**src/rtl/i2c_read_sched.sv**
```systemverilog
// rtl/i2c_read_sched.sv - round-robin scheduler sharing one I2C register-read engine
//
// Purpose: grants one of NUM_REQ requesters at a time, and drives the shared read
// engine with that requester's {device, register} address. It then returns the read
// byte, or a timeout error, to the granted requester.
//
// Ports:
//   i_clk, i_rst        clock, synchronous active-high reset
//   i_req               per-requester level request, held until its o_rsp_valid bit
//   i_dev_addr          requester i device address at [7i+6:7i]
//   i_reg_addr          requester i register address at [8i+7:8i]
//   o_gnt               one-hot grant, high from LAUNCH through RESP
//   o_rsp_valid         one-cycle response pulse to the granted requester
//   o_rsp_data          read byte (0 on timeout), held until the next response
//   o_rsp_err           timeout flag, held until the next response
//   o_busy              high whenever the scheduler is not idle
//   o_eng_ena           engine enable; the engine runs while high, resets while low
//   o_eng_dev_addr      latched device address for the engine
//   o_eng_reg_addr      latched register address for the engine
//   i_eng_data          engine read data
//   i_eng_done          engine completion flag (level)
module i2c_read_sched #(
  parameter int NUM_REQ     = 4,
  parameter int TIMEOUT_CYC = 200000,
  parameter int GAP_CYC     = 4
) (
  input  logic                   i_clk,
  input  logic                   i_rst,
  input  logic [NUM_REQ-1:0]     i_req,
  input  logic [7*NUM_REQ-1:0]   i_dev_addr,
  input  logic [8*NUM_REQ-1:0]   i_reg_addr,
  output logic [NUM_REQ-1:0]     o_gnt,
  output logic [NUM_REQ-1:0]     o_rsp_valid,
  output logic [7:0]             o_rsp_data,
  output logic                   o_rsp_err,
  output logic                   o_busy,
  output logic                   o_eng_ena,
  output logic [6:0]             o_eng_dev_addr,
  output logic [7:0]             o_eng_reg_addr,
  input  logic [7:0]             i_eng_data,
  input  logic                   i_eng_done
);

  localparam int IDX_W   = (NUM_REQ > 1) ? $clog2(NUM_REQ) : 1;
  localparam int CNT_MAX = (TIMEOUT_CYC > GAP_CYC) ? TIMEOUT_CYC : GAP_CYC;
  localparam int CNT_W   = $clog2(CNT_MAX + 1);

  localparam logic [CNT_W-1:0] TO_LAST  = CNT_W'(TIMEOUT_CYC - 1);
  localparam logic [CNT_W-1:0] GAP_LAST = CNT_W'(GAP_CYC - 1);
  localparam logic [IDX_W-1:0] IDX_LAST = IDX_W'(NUM_REQ - 1);

  typedef enum logic [2:0] {
    S_IDLE,
    S_LAUNCH,
    S_BUSY,
    S_RESP,
    S_GAP
  } state_t;

  state_t             r_state;
  logic [IDX_W-1:0]   r_rr_ptr;
  logic [IDX_W-1:0]   r_idx;
  logic [CNT_W-1:0]   r_cnt;
  logic               r_done_q;

  logic               w_found;
  logic [IDX_W-1:0]   w_sel;
  logic [NUM_REQ-1:0] w_onehot;
  logic [6:0]         w_dev;
  logic [7:0]         w_reg;
  logic               w_cmpl;

  // First set request at or after r_rr_ptr, wrapping around.
  always_comb begin
    logic [IDX_W-1:0] w_j;
    int               j;
    w_found = 1'b0;
    w_sel   = '0;
    w_j     = '0;
    j       = 0;
    for (int k = 0; k < NUM_REQ; k++) begin
      j = int'(r_rr_ptr) + k;
      if (j >= NUM_REQ) begin
        j = j - NUM_REQ;
      end
      w_j = IDX_W'(j);
      if (!w_found && i_req[w_j]) begin
        w_found = 1'b1;
        w_sel   = w_j;
      end
    end
  end

  assign w_onehot = {{(NUM_REQ-1){1'b0}}, 1'b1} << w_sel;

  // Address slice of the granted requester.
  always_comb begin
    w_dev = '0;
    w_reg = '0;
    for (int i = 0; i < NUM_REQ; i++) begin
      if (r_idx == IDX_W'(i)) begin
        w_dev = i_dev_addr[7*i +: 7];
        w_reg = i_reg_addr[8*i +: 8];
      end
    end
  end

  // Only a fresh rising edge counts, so a done flag left high by the previous
  // transaction cannot complete the next one.
  assign w_cmpl = i_eng_done & ~r_done_q;

  always_ff @(posedge i_clk) begin
    if (i_rst) begin
      r_state        <= S_IDLE;
      r_rr_ptr       <= '0;
      r_idx          <= '0;
      r_cnt          <= '0;
      r_done_q       <= 1'b0;
      o_gnt          <= '0;
      o_rsp_valid    <= '0;
      o_rsp_data     <= '0;
      o_rsp_err      <= 1'b0;
      o_busy         <= 1'b0;
      o_eng_ena      <= 1'b0;
      o_eng_dev_addr <= '0;
      o_eng_reg_addr <= '0;
    end else begin
      r_done_q <= i_eng_done;
      case (r_state)
        S_IDLE: begin
          if (w_found) begin
            o_gnt   <= w_onehot;
            r_idx   <= w_sel;
            o_busy  <= 1'b1;
            r_state <= S_LAUNCH;
          end
        end
        S_LAUNCH: begin
          o_eng_dev_addr <= w_dev;
          o_eng_reg_addr <= w_reg;
          o_eng_ena      <= 1'b1;
          r_cnt          <= '0;
          r_state        <= S_BUSY;
        end
        S_BUSY: begin
          r_cnt <= r_cnt + CNT_W'(1);
          // Completion is tested first so it wins a tie with the timeout.
          if (w_cmpl) begin
            o_rsp_data  <= i_eng_data;
            o_rsp_err   <= 1'b0;
            o_rsp_valid <= o_gnt;
            r_state     <= S_RESP;
          end else if (r_cnt == TO_LAST) begin
            o_rsp_data  <= '0;
            o_rsp_err   <= 1'b1;
            o_rsp_valid <= o_gnt;
            r_state     <= S_RESP;
          end
        end
        S_RESP: begin
          o_rsp_valid <= '0;
          o_eng_ena   <= 1'b0;
          o_gnt       <= '0;
          r_rr_ptr    <= (r_idx == IDX_LAST) ? '0 : r_idx + IDX_W'(1);
          r_cnt       <= '0;
          r_state     <= S_GAP;
        end
        S_GAP: begin
          if (r_cnt == GAP_LAST) begin
            o_busy  <= 1'b0;
            r_state <= S_IDLE;
          end else begin
            r_cnt <= r_cnt + CNT_W'(1);
          end
        end
        default: r_state <= S_IDLE;
      endcase
    end
  end

endmodule

```
**config.mk**
```make
export PLATFORM = sky130hd
export DESIGN_NAME = i2c_read_sched
export DESIGN_NICKNAME = d
export VERILOG_FILES = /design/src/rtl/i2c_read_sched.sv
export SDC_FILE = /design/constraint.sdc
export NUM_CORES = 1
export LEC_CHECK = 0
export CORE_MARGIN = 2
export CORE_UTILIZATION = 35
export DETAILED_ROUTE_END_ITERATION = 8
export GPL_TIMING_DRIVEN = 0
export SKIP_LAST_GASP = 1
export SLEW_MARGIN = 20
export SYNTH_ARGS = -nofsm -noshare
export SYNTH_HDL_FRONTEND = slang
export SYNTH_SLANG_ARGS = --single-unit
export TNS_END_PERCENT = 20
```
**constraint.sdc**
```tcl
create_clock -name i_clk -period 1.94 [get_ports i_clk]
set_input_delay 0.388 -clock i_clk [delete_from_list [all_inputs] [get_ports i_clk]]
set_output_delay 0.388 -clock i_clk [all_outputs]
set_load 0.01 [all_outputs]
```
==> metrics.yaml <==
slew_violations: 0
mostFrequentLayoutCells: "clkdlybuf4s50_1, dfxtp_1, a21oi_1, nor2_1, nand2_1"
drtIter0Drc: 76
synth_edf_count: 0
yosys.area_share.xor_xnor_pct: 4.826
num_vias: 3102
hold_viol_final: 0
dr.pass1.iters: 4
status: "completed"
nFillCells: 855
worstMarginPinSlew_ns: 0.5957
ant_nets: 0
first_global_vias: 3050
synthesis.area_sq_um: 3085
crit_path_start_kind: "primary input"
coreArea_sq_um: 8636
insertion_delay_ns: 0.34
drv_cap: 0
drt_wl_total_microns: 9215
netlist_instances: 383
syn-num-nets: 463
finalNonFillerCells: 615
cts-htree-levels: 3
place_area_sq_um: 4302
yosysSeqAreaShare_pct: 38.93
fmax_ghz: 0.5371
rows: 34
clkSinkCount: 60
finalInstanceArea_sq_um: 4498
layout_commonest_cell: "clkdlybuf4s50_1"
cts-root-buf: "clkbuf_8"
dp_hpwl_microns: 7075
start_util_pct: 35.73
grt_use_total_pct: 18.96
finalClockSkew_ns: 0.008579
synth-compound-area-share_pct: 18.90
gp_congestion: 0.9055
fin_util_pct: 52.09
final_nets: 582
rsz0062_at_grt: "true"
worst_slew_margin_rel_pct: 60.05
routedWlPerCell_microns: 14.98
grt_max_degree: 12
fp.dieH_microns: 97.89
path_max_fanout: 8
grt_overflow_total: 0
diodes: 0
worstPathArrival_ns: 2.06
synthArstFlopShare_pct: 0
ys_types: 46
synth_fa_ha_area_share_pct: 2.028
endpoint_kind: "flip-flop"
drcViolationCount: 0
syn_avg_cell_area_sq_um: 8.056
fin_crit_sh_pct: 95.97
cts_buffer_depth: 2
yosysWarnings: 0
yosys.area_share.simple_pct: 30.94
cts_tree: "built"
power_per_cell_area_nw_per_um2: 837.6
cts_hold_buf: 0
dieWidth_microns: 97.89
synth_top_family_by_area: "simple AND/OR/NAND/NOR gates"
tns_ns: 0
dp_cells: 599
cts_setup_buffers: 0
min-delay-path-class: "flip-flop to flip-flop"
numCtsBuffers: 9
cts_resized: 1
setup_violations: 0
drive_gt1_share_pct: 8.284
via_per_inst: 5.044
power.leakage_uw: 0.001613
timing.hold.ws_ns: 0.4573
cts.clk_slew.worst_paths_ns: 0.07
area_delta_synth_final_pct: 45.78
required_ns: 2.14
io_pins: 109
critPathKind: "primary input to flip-flop"
grt_antenna_before_repair: 0
synth_ff_type: "dfxtp_1"
io_buffers: 108
peakVddDrop_uv: 512.6
grt_first_pass_wirelength_microns: 14770
muxShareOfSynthArea_pct: 0
period_minus_slack_ns: 1.862
ys_seq_elements: 60
die-area_sq_um: 9582
[synth_stat cells (8+ instances only)]
| cell | instances | area share [%] |
|---|---|---|
| nor2_1 | 52 | 6.3 |
| clkbuf_1 | 13 | 1.6 |
| nor3_1 | 24 | 3.9 |
| nand2_1 | 28 | 3.4 |
| o21a_1 | 13 | 3.2 |
| nand2b_1 | 9 | 1.8 |
| nand3_1 | 16 | 2.6 |
| nand3b_1 | 16 | 3.9 |
| buf_2 | 8 | 1.3 |
| dfxtp_1 | 60 | 39 |
| a21oi_1 | 53 | 8.6 |
| xor2_1 | 15 | 4.3 |
[metal layers]
metal	vias to the layer above	share of wire, %	GRT usage (%)
met4	0	1.4	7.479
met5	-	0	0
li1	1584	-	-
met2	111	44	30.87
met3	12	7.3	4.080
met1	1395	47	24.54
[worst max-delay path, cell delays in order]
cell             delay (ns)
clkdlybuf4s50_1        0.48
or4_1                  0.61
and2_1                 0.19
buf_2                  0.16
a21oi_1                0.17
nor2_1                 0.06
[power breakdown]
part / internal (uW) / switching [uW]
sequential: 1360 / 79.0
clock: 585 / 513
combinational: 613 / 619
[area by class of cell]
class | count | area (sq um) | share of cell area [%]
Multi-Input combinational cell | 294 | 1752 | 38.94
Sequential cell | 60 | 1201 | 26.70
Timing Repair Buffer | 108 | 1081 | 24.03
Tap cell | 108 | 135.1 | 3.004
Clock buffer | 9 | 123.9 | 2.754
Buffer | 24 | 118.9 | 2.643
Clock inverter | 7 | 67.56 | 1.502
Inverter | 5 | 18.77 | 0.4172
[state kept, by name (all words and copies together) (netlist names)]
name            flops
o_rsp_err           1
r_rr_ptr            2
r_cnt              18
o_rsp_data          8
o_busy              1
o_rsp_valid         4
r_done_q            1
o_eng_ena           1
r_state             3
o_eng_reg_addr      8
o_gnt               4
o_eng_dev_addr      7
r_idx               2
[path summary, 6_finish.rpt]
check	cells after the start	slack, ns	to	from
hold reg to reg	2	0.46	o_rsp_valid[2]	o_rsp_valid[2]
hold / removal	2	0.46	o_rsp_valid[2]	o_rsp_valid[2]
setup / recovery	6	0.08	r_idx[0]	i_req[1]
setup reg to reg	7	0.12	o_eng_dev_addr[6]	r_idx[0]
[through the flow]
step                total power, uW  setup slack [ns]
finish                         3768           0.07815
CTS                            3808           0.01813
floorplan                      2168            0.3293
global route                   4005          -0.02767
detailed placement             2696           -0.2267
global placement               2690           -0.2099
[cell families after synthesis]
group | after synthesis
xor gates and xnor gates | 17
AOI/OAI and AO/OA | 95
buffers and inverters | 29
adders and majority gates | 5
DFF | 60
and+or+nand+nor | 177
(Power assumes the default switching activity.)
